File: config.mk
export PLATFORM = sky130hd
export DESIGN_NAME = inst_encoder
export DESIGN_NICKNAME = d
export VERILOG_FILES = /design/src/rtl/inst_enc_pkg.sv /design/src/rtl/inst_field_pack.sv /design/src/rtl/inst_encoder.sv
export SDC_FILE = /design/constraint.sdc
export NUM_CORES = 1
export LEC_CHECK = 0
export ABC_AREA = 1
export CAP_MARGIN = 25
export CORE_ASPECT_RATIO = 1.25
export CORE_MARGIN = 8
export CORE_UTILIZATION = 38
export DETAILED_ROUTE_END_ITERATION = 16
export GPL_TIMING_DRIVEN = 0
export PLACE_DENSITY = 0.64
export SYNTH_ARGS = -nofsm -noshare
export SYNTH_HDL_FRONTEND = slang
export SYNTH_SLANG_ARGS = --single-unit
File: constraint.sdc
create_clock -name clk -period 3.19 [get_ports clk]
set_clock_uncertainty 0.2 [all_clocks]
set_input_delay 0.638 -clock clk [delete_from_list [all_inputs] [get_ports clk]]
set_output_delay 0.638 -clock clk [all_outputs]
set_load 0.05 [all_outputs]
File: src/rtl/inst_enc_pkg.sv
// Shared types, RV32I opcodes and immediate helpers for the instruction encoder.
package inst_enc_pkg;

  typedef enum logic [2:0] {K_R, K_I, K_S, K_B, K_U, K_J, K_LI, K_FAR} enc_kind_e;
  typedef enum logic [1:0] {S_IDLE, S_WORD0, S_WORD1} enc_state_e;

  localparam logic [6:0] OP_LOAD    = 7'h03;
  localparam logic [6:0] OP_ART_IMM = 7'h13;
  localparam logic [6:0] OP_AUIPC   = 7'h17;
  localparam logic [6:0] OP_STORE   = 7'h23;
  localparam logic [6:0] OP_ART_REG = 7'h33;
  localparam logic [6:0] OP_LUI     = 7'h37;
  localparam logic [6:0] OP_BRANCH  = 7'h63;
  localparam logic [6:0] OP_JALR    = 7'h67;
  localparam logic [6:0] OP_JAL     = 7'h6F;
  localparam logic [2:0] F3_ADD     = 3'h0;

  typedef struct packed {
    enc_kind_e   kind;
    logic [6:0]  opcode;
    logic [2:0]  funct3;
    logic [6:0]  funct7;
    logic [4:0]  rd;
    logic [4:0]  rs1;
    logic [4:0]  rs2;
    logic [31:0] imm;
  } pack_req_t;

  // True when imm is representable as a sign-extended 'bits'-wide field.
  function automatic logic fits_signed(input logic [31:0] imm, input int bits);
    logic ok;
    ok = 1'b1;
    for (int i = 0; i < 32; i++)
      if (i >= bits - 1 && imm[i] != imm[31]) ok = 1'b0;
    return ok;
  endfunction

  // Upper 20 bits rounded so that a following sign-extended low-12 add lands on imm.
  function automatic logic [19:0] hi20_round(input logic [31:0] imm);
    logic [31:0] s;
    s = imm + 32'h0000_0800;
    return s[31:12];
  endfunction

endpackage

File: src/rtl/inst_field_pack.sv
// Combinational RV32I field packer for one word plus its immediate range check.
module inst_field_pack
  import inst_enc_pkg::*;
#(
  parameter logic [31:0] RESET_INST = 32'h0000_0013
) (
  input  logic [2:0]  kind,
  input  logic [6:0]  opcode,
  input  logic [2:0]  funct3,
  input  logic [6:0]  funct7,
  input  logic [4:0]  rd,
  input  logic [4:0]  rs1,
  input  logic [4:0]  rs2,
  input  logic [31:0] imm,
  output logic [31:0] inst,
  output logic        range_err
);

  always_comb begin
    inst      = RESET_INST;
    range_err = 1'b1;
    case (enc_kind_e'(kind))
      K_R: begin
        inst      = {funct7, rs2, rs1, funct3, rd, opcode};
        range_err = 1'b0;
      end
      K_I: begin
        inst      = {imm[11:0], rs1, funct3, rd, opcode};
        range_err = !fits_signed(imm, 12);
      end
      K_S: begin
        inst      = {imm[11:5], rs2, rs1, funct3, imm[4:0], opcode};
        range_err = !fits_signed(imm, 12);
      end
      K_B: begin
        inst      = {imm[12], imm[10:5], rs2, rs1, funct3, imm[4:1], imm[11], opcode};
        range_err = !fits_signed(imm, 13) || imm[0];
      end
      K_U: begin
        inst      = {imm[31:12], rd, opcode};
        range_err = |imm[11:0];
      end
      K_J: begin
        inst      = {imm[20], imm[10:1], imm[11], imm[19:12], rd, opcode};
        range_err = !fits_signed(imm, 21) || imm[0];
      end
      // pseudo-op kinds never reach the packer legitimately
      default: ;
    endcase
  end

endmodule

File: src/rtl/inst_encoder.sv
// Packs operand fields and immediates into RV32I words; expands LI and FAR into two-word pairs.
module inst_encoder
  import inst_enc_pkg::*;
#(
  parameter logic [31:0] RESET_INST = 32'h0000_0013
) (
  input  logic        clk,
  input  logic        rst,
  input  logic        req_valid,
  output logic        req_ready,
  input  logic [2:0]  req_kind,
  input  logic [6:0]  req_opcode,
  input  logic [2:0]  req_funct3,
  input  logic [6:0]  req_funct7,
  input  logic [4:0]  req_rd,
  input  logic [4:0]  req_rs1,
  input  logic [4:0]  req_rs2,
  input  logic [31:0] req_imm,
  output logic        out_valid,
  input  logic        out_ready,
  output logic [31:0] out_inst,
  output logic        out_last,
  output logic        out_err
);

  enc_state_e  state, nxt_state;
  pack_req_t   p0, p1;
  logic        single, pseudo;
  logic [31:0] w0, w1, lo_sext, hi_imm;
  logic        e0, e1;
  logic [31:0] pend_inst, nxt_pend, nxt_inst;
  logic        nxt_valid, nxt_last, nxt_err;
  logic        fire, accept;

  // Pseudo-op expansion into up to two real-format packer requests.
  always_comb begin
    p0.kind   = enc_kind_e'(req_kind);
    p0.opcode = req_opcode;
    p0.funct3 = req_funct3;
    p0.funct7 = req_funct7;
    p0.rd     = req_rd;
    p0.rs1    = req_rs1;
    p0.rs2    = req_rs2;
    p0.imm    = req_imm;
    p1        = '0;
    single    = 1'b1;
    pseudo    = 1'b0;
    lo_sext   = {{20{req_imm[11]}}, req_imm[11:0]};
    hi_imm    = {hi20_round(req_imm), 12'h000};
    case (enc_kind_e'(req_kind))
      K_LI: begin
        pseudo = 1'b1;
        if (fits_signed(req_imm, 12)) begin
          p0.kind   = K_I;
          p0.opcode = OP_ART_IMM;
          p0.funct3 = F3_ADD;
          p0.rs1    = 5'd0;
        end else if (req_imm[11:0] == 12'h000) begin
          p0.kind   = K_U;
          p0.opcode = OP_LUI;
        end else begin
          single    = 1'b0;
          p0.kind   = K_U;
          p0.opcode = OP_LUI;
          p0.imm    = hi_imm;
          p1.kind   = K_I;
          p1.opcode = OP_ART_IMM;
          p1.funct3 = F3_ADD;
          p1.rd     = req_rd;
          p1.rs1    = req_rd;
          p1.imm    = lo_sext;
        end
      end
      K_FAR: begin
        pseudo    = 1'b1;
        single    = 1'b0;
        p0.kind   = K_U;
        p0.opcode = OP_AUIPC;
        p0.imm    = hi_imm;
        p1.kind   = K_I;
        p1.opcode = OP_JALR;
        p1.funct3 = F3_ADD;
        p1.rd     = req_rd;
        p1.rs1    = req_rd;
        p1.imm    = lo_sext;
      end
      default: ;
    endcase
  end

  inst_field_pack #(.RESET_INST(RESET_INST)) u_pack0 (
    .kind(p0.kind), .opcode(p0.opcode), .funct3(p0.funct3), .funct7(p0.funct7),
    .rd(p0.rd), .rs1(p0.rs1), .rs2(p0.rs2), .imm(p0.imm),
    .inst(w0), .range_err(e0)
  );

  inst_field_pack #(.RESET_INST(RESET_INST)) u_pack1 (
    .kind(p1.kind), .opcode(p1.opcode), .funct3(p1.funct3), .funct7(p1.funct7),
    .rd(p1.rd), .rs1(p1.rs1), .rs2(p1.rs2), .imm(p1.imm),
    .inst(w1), .range_err(e1)
  );

  always_comb begin
    nxt_state = state;
    nxt_valid = out_valid;
    nxt_inst  = out_inst;
    nxt_last  = out_last;
    nxt_err   = out_err;
    nxt_pend  = pend_inst;
    fire      = out_valid && out_ready;
    req_ready = (state == S_IDLE) || (fire && out_last);
    accept    = req_valid && req_ready;
    case (state)
      S_WORD0: if (fire) begin
        if (out_last) begin
          nxt_state = S_IDLE;
          nxt_valid = 1'b0;
          nxt_inst  = RESET_INST;
          nxt_last  = 1'b0;
          nxt_err   = 1'b0;
        end else begin
          nxt_state = S_WORD1;
          nxt_inst  = pend_inst;
          nxt_last  = 1'b1;
        end
      end
      S_WORD1: if (fire) begin
        nxt_state = S_IDLE;
        nxt_valid = 1'b0;
        nxt_inst  = RESET_INST;
        nxt_last  = 1'b0;
        nxt_err   = 1'b0;
      end
      default: ;
    endcase
    // A new request overrides the drain-to-idle path in the same cycle.
    if (accept) begin
      nxt_state = S_WORD0;
      nxt_valid = 1'b1;
      nxt_inst  = w0;
      nxt_last  = single;
      nxt_err   = pseudo ? 1'b0 : (e0 || (!single && e1));
      nxt_pend  = w1;
    end
  end

  always_ff @(posedge clk) begin
    if (rst) begin
      state     <= S_IDLE;
      out_valid <= 1'b0;
      out_inst  <= RESET_INST;
      out_last  <= 1'b0;
      out_err   <= 1'b0;
      pend_inst <= RESET_INST;
    end else begin
      state     <= nxt_state;
      out_valid <= nxt_valid;
      out_inst  <= nxt_inst;
      out_last  <= nxt_last;
      out_err   <= nxt_err;
      pend_inst <= nxt_pend;
    end
  end

endmodule
# Yosys cells after proc, flatten, opt, wreduce, memory -nomap -nowiden

Index checks and enable logic that the tools add are counted.

Register bits: 69
Input port bits: 71
Output and inout bits: 36

Add/subtract/negate cells: 1
Equality and inequality tests: 79
Mux-type cells: 176
Reductions and logical operators: 32

Operator list:

| kind                   | number |
|---|---|
| $pmux 32 s6            | 2 |
| $mux 32                | 8 |
| $pmux 32 s2            | 3 |
| $mux 1                 | 142 |
| $ne 1x1->1             | 60 |
| $pmux 10 s2            | 2 |
| $add 32x12->32 const B | 1 |
| $mux 10                | 3 |
| $pmux 13 s2            | 1 |
| $reduce_or 12->1       | 2 |
| $mux 11                | 2 |
| $eq 3x3->1 const B     | 6 |
| $eq 3x2->1 const B     | 4 |
| $logic_not 12->1       | 1 |
| $pmux 1 s6             | 2 |
| $mux 5                 | 2 |
| $logic_not 1->1        | 9 |
| $ne 3x3->1 const B     | 3 |
| $eq 3x1->1 const B     | 2 |
| $logic_not 3->1        | 2 |
| $logic_or 1x1->1       | 6 |
| $mux 2                 | 3 |
| $mux 3                 | 2 |
| $pmux 1 s2             | 3 |
| 11 further kinds       | 17 |

# Depth between registers and ports, before layout

Word-level depth: 52
Depth in mapped cells: 25
Mapped depth without buffers: 23

# Cells and area by module

Synthesis repeated with hierarchy kept, for this count alone.

Cells, all modules: 1055
Area, all modules: 5891.9 um^2

By module, submodules not included:

| module          | times used | cells each | area each (um^2) |
|---|---|---|---|
| inst_encoder    | 1          | 695        | 4290.4 |
| inst_field_pack | 2          | 180        | 800.8 |

# Worst setup path after synthesis

No wires, ideal clock.

Kind: reg-to-reg
From: register out_valid
To: register out_inst[24]
Setup time: 0.128 ns
Data arrival time: 2.814 ns
Data required time: 2.862 ns
Path slack: 0.048 ns
Stages on the path, launching flop included: 9
Buffers on the path: 1
Period minus slack after synthesis: 3.142 ns
Cells stage by stage: dfxtp_1 -> nand2_1 -> o22ai_1 -> nand2_1 -> nand2_1 -> inv_1 -> clkbuf_1 -> a221oi_1 -> nor2_1

Cells in the longest elaborated chain, start to end: 6
Elaborated cells between the ends (all ways): 9

RTL lines:

| element                                                                 | RTL line            | source |
|---|---|---|
| start: declaration                                                      | inst_encoder.sv:19  | `output logic out_valid,` |
| start signal: assignment                                                | inst_encoder.sv:157 | `out_valid <= nxt_valid;` |
| $logic_and 1x1->1 (*)                                                   | inst_encoder.sv:110 | `fire = out_valid && out_ready;` |
| $logic_and 1x1->1 (*)                                                   | inst_encoder.sv:111 | `req_ready = (state == S_IDLE) \|\| (fire && out_last);` |
| $logic_or 1x1->1 (*)                                                    | inst_encoder.sv:111 |  |
| via req_ready                                                           | inst_encoder.sv:10  | `output logic req_ready,` |
| $logic_and 1x1->1 (*)                                                   | inst_encoder.sv:112 | `accept = req_valid && req_ready;` |
| $ne 3x3->1 (no source line) / $reduce_bool 3->1 (equally long branches) | --                  |  |
| $reduce_and 3->1 (no source line)                                       | --                  |  |
| end signal: assignment                                                  | inst_encoder.sv:158 | `out_inst <= nxt_inst;` |
| end: declaration                                                        | inst_encoder.sv:21  | `output logic [31:0] out_inst,` |

The timed path passes the listed nets; every way through them passes the cells marked *.
A chain may end at the register's enable or synchronous reset.

# Worst setup path after layout

From: input port req_kind[1]
To: register out_err

Cells in the longest elaborated chain, start to end: 30
Elaborated cells between the ends (all ways): 190

RTL lines:

| element                                          | RTL line                                     | source |
|---|---|---|
| start: declaration                               | inst_encoder.sv:11                           | `input logic [2:0] req_kind,` |
| $eq 3x3->1                                       | inst_encoder.sv:50                           | `case (enc_kind_e'(req_kind))` |
| $pmux 32 s2                                      | inst_encoder.sv:50                           |  |
| $ne 1x1->1                                       | inst_enc_pkg.sv:34                           | `if (i >= bits - 1 && imm[i] != imm[31]) ok = 1'b0;` |
| $mux 1 (19 in series)                            | inst_enc_pkg.sv:34                           |  |
| $mux 1 (on tied branches)                        | inst_enc_pkg.sv:34, inst_field_pack.sv:22    |  |
| $mux 1 / $logic_not 1->1 (equally long branches) | inst_field_pack.sv:22, inst_field_pack.sv:37 |  |
| $logic_not 1->1 (tied with other cells)          | inst_field_pack.sv:33                        | `range_err = !fits_signed(imm, 12);` |
| $pmux 1 s6                                       | inst_field_pack.sv:22                        | `case (enc_kind_e'(kind))` |
| $logic_and 1x1->1                                | inst_encoder.sv:142                          | `nxt_err = pseudo ? 1'b0 : (e0 \|\| (!single && e1));` |
| $logic_or 1x1->1                                 | inst_encoder.sv:142                          |  |
| $mux 1 (*)                                       | inst_encoder.sv:142                          |  |
| $mux 1 (*)                                       | inst_encoder.sv:137                          | `if (accept) begin` |
| end signal: assignment                           | inst_encoder.sv:160                          | `out_err <= nxt_err;` |
| end: declaration                                 | inst_encoder.sv:23                           | `output logic out_err` |

Every way passes the cells marked *; elsewhere a longest branch is shown, timed or not. The select of a mux whose other input is x is not followed.

==> metrics.md <==
| Metric | Value |
|---|---|
| Status | `complete, no violations` |
| Final setup TNS | `0 ns` |
| CP max-delay cell | `clkdlybuf4s50_1` |
| Startpoint Class | `input port` |
| Clock power frac | `41.6%` |
| Critical path type | `input port to flip-flop` |
| Maximum root-to-sink buffer count | `2` |
| HPWL after DPL | `13560 um` |
| Sequential area share after synthesis | `27.86%` |
| Tmin final | `3.010 ns` |
| Pwr dens | `447.7 nW/um^2` |
| Sw frac | `33.11%` |
| Cell family contributing the most delay on the critical path | `simple AND/OR/NAND/NOR gates` |
| Avg Vias per Cell | `5.349` |
| Max Clock Freq | `332.2 MHz` |
| Die width | `108.9 um` |
| Standard-cell rows | `42` |
| Hold WS | `0.2632 ns` |
| Final nets | `866` |
| P_sw | `847.0 uW` |
| Vias in the first global route | `4988` |
| Global-route usage over all layers | `23.05%` |
| Worst-Margin Slew | `0.7260 ns` |
| Critical-path cell list | `clkdlybuf4s50_1 -> nand2_2 -> inv_2 -> nand2_1 -> buf_2 -> nand3_1 -> nand2_1 -> nand2_1 -> nor2_1 -> nand3_1 -> nand2_2 -> nand3_2 -> a21oi_2 -> nand2_1 -> nand2_1 -> nand2_1` |
| R2R Setup Slk | `0.80 ns` |
| CTS Buf Count | `9` |
| CTS tree | `done` |
| Post-synthesis register bit count | `57` |
| Vias | `4980` |
| Yosys cell types | `39` |
| CP dominant cell by count | `nand2_1` |
| CP required | `3.22 ns` |
| Final setup fails | `0` |
| Die area | `14380 um^2` |
| Hold/Removal Path Class | `flip-flop to flip-flop` |
| Port-buffer cells | `102` |
| Maximum vdd drop | `0.2518 mV` |
| CTS sink count | `57` |
| Max-slew headroom at the worst pin | `51.42%` |
| # diodes | `0` |
| Wire per inst | `17.93 um` |
| Max-Cap Viols | `0` |
| CP Buf/Inv Count | `3` |
| Initial DRC Count | `306` |
| Flop pwr share | `30.6%` |
| H-Tree Depth | `3` |
| Mapped Cells | `677` |
| Lkg Pwr | `0.002518 uW` |
| CTS clock-pin slew for the worst setup and hold paths | `0.05 ns` |
| Final core occ | `54.09%` |
| Int Pwr | `1711 uW` |
| Synth warn | `0` |
| Crit-path max FO | `10` |
| Synthesized area | `4096 um^2` |
| Syn_nets | `749` |
| Final GP Congestion | `0.9451` |
| Detailed-router iteration count before antenna repair | `5` |
| CP Data Arrival Time | `3.04 ns` |
| Root buf cell | `clkbuf_16` |
| GR Overflow Total | `0` |
| Initial antenna violation count | `0` |
| Clock latency on the worst-skew pair | `0.33 ns` |
| Final Hold Fails | `0` |
| Synth Area per Inst | `6.051 um^2` |
| Vert. Die Dim | `132.1 um` |
| Share of cells above drive strength 1 | `11.89%` |
| Max Slew Vio Count | `0` |
| Core area | `10560 um^2` |
| Routed wire length | `16700 um` |
| Top Ports | `107` |
| Initial Util | `38.78%` |
| # DRC | `0` |
| Final Cycle Share | `94.37%` |
| CP endpoint kind | `flip-flop` |
| Area growth, synth to finish | `39.46%` |
| Combinational group share of total power | `27.9%` |
| Remaining antenna violation count | `0` |
| Filler cell count in the final layout | `1103` |
| CP peak stage delay | `0.47 ns` |
| First-pass GRT wire length | `25810 um` |
| Largest net degree at the start of global routing | `12` |
-- registers in the layout (all words and copies together) (netlist names) --
signal     count
out_inst      32
pend_inst     20
state          2
out_err        1
out_last       1
out_valid      1
-- layer usage --
layer	vias up	track usage, %	wire [um]
li1	2438	-	-
met1	2279	24.48	6352
met2	215	40.61	8379
met3	48	4.403	1130
met4	0	13.42	834
met5	-	0	0
-- final timing paths --
path	from	end	cells past startpoint
max	req_kind[1]	out_err	16
min reg2reg	pend_inst[17]	pend_inst[17]	1
min	pend_inst[17]	pend_inst[17]	1
max reg2reg	out_valid	pend_inst[16]	7
-- layout by cell type, fill, tap and decap left out, types with 3 or more instances in the layout --
cell               n
a32o_1             7
a31oi_1           16
o21ai_1            5
a22oi_1            5
dfxtp_1           57
xnor2_1            4
nand2_4            3
nand4_1            8
buf_4              6
nor2_2            11
buf_2              5
o21ai_0           36
nand2_2           20
o32ai_1            4
clkbuf_16          9
o211ai_1           6
inv_2             10
clkbuf_2           5
buf_6              4
clkinvlp_4         3
o21ai_2            3
nor3_1             5
nor2_4             5
nand2_1          197
clkbuf_1          12
a21oi_1           27
dlymetal6s2s_1    11
xor2_1            11
nand3_1           57
clkdlybuf4s50_1   85
nor2_1            64
inv_1             74
-- metrics by stage --
step	instance area, um^2	instances	setup WS (ns)	power (uW)
final	5713	931	0.1796	2558
after global routing	5713	931	-0.04531	2652
after CTS	5647	930	-0.02486	2551
after detailed placement	5283	911	-0.7927	1500
after global placement	5283	911	-0.7684	1495
after floorplan	4096	677	0.04844	1212
-- synthesized netlist by cell type --
cell type  count  area share [%]
a21oi_1       28             3.4
a221oi_1       1            0.21
a22o_1         1            0.21
a22oi_1        5            0.92
a31oi_1       16             2.4
a32o_1         7             1.7
a41oi_1        1            0.21
buf_1          2            0.18
buf_2          5            0.61
buf_4          2            0.37
buf_6          4             1.1
clkbuf_1      12             1.1
clkinv_1       1           0.092
dfxtp_1       57              28
ha_1           1            0.31
inv_1         78             7.1
inv_2          6            0.55
nand2_1      203              19
nand2_2       14             2.1
nand2_4        3            0.82
nand3_1       59             7.2
nand3_4        1            0.43
nand4_1        8             1.2
nor2_1        68             6.2
nor2_2         9             1.4
nor2_4         3            0.82
nor3_1         7            0.86
nor4_1         1            0.15
o2111ai_1      1            0.21
o211ai_1       6             1.1
o21ai_0       38             4.6
o21ai_1        3            0.37
o21ai_2        3            0.64
o22ai_1        1            0.15
o31ai_1        2            0.37
o32ai_1        4            0.86
or2_0          1            0.15
xnor2_1        4            0.86
xor2_1        11             2.4
-- what timing repair did --
| action | 4_1_cts | 5_1_grt |
|---|---|---|
| endpoints found under the hold margin | 0 | 0 |
| endpoints found under the setup margin | 16 | 18 |
| pin swaps | 2 | 4 |
| gates resized for setup | 12 | 41 |
| hold buffers | 0 | 0 |
| setup buffers | 3 | 1 |
-- final cells by class --
class / count / area [um^2] / area share, %
Inverter: 85 / 319.1 / 5.585
Clock buffer: 10 / 239.0 / 4.183
Multi-Input combinational cell: 510 / 2566 / 44.92
Buffer: 25 / 137.6 / 2.409
Tap cell: 132 / 165.2 / 2.891
Clock inverter: 6 / 91.34 / 1.599
Sequential cell: 57 / 1141 / 19.97
Timing Repair Buffer: 106 / 1054 / 18.44
-- power by group through the flow --
stage / logic [uW] / clock network [uW] / registers (uW)
floorplan: 301 / 0 / 910
global placement: 699 / 0 / 795
detailed placement: 704 / 0 / 797
CTS: 707 / 1060 / 782
global route: 767 / 1100 / 787
finish: 713 / 1060 / 782
-- cells by family after synthesis --
| group | after synthesis | synth area share [%] |
|---|---|---|
| AND/OR/NAND/NOR | 377 | 40.01 |
| AO/OA/AOI/OAI | 117 | 17.47 |
| buffers and inverters | 110 | 11.15 |
| flip-flops | 57 | 27.86 |
| XOR/XNOR | 15 | 3.207 |
| adder cells (fa/ha/maj) | 1 | 0.3054 |
Note: power is estimated with default switching activity, not from simulation.
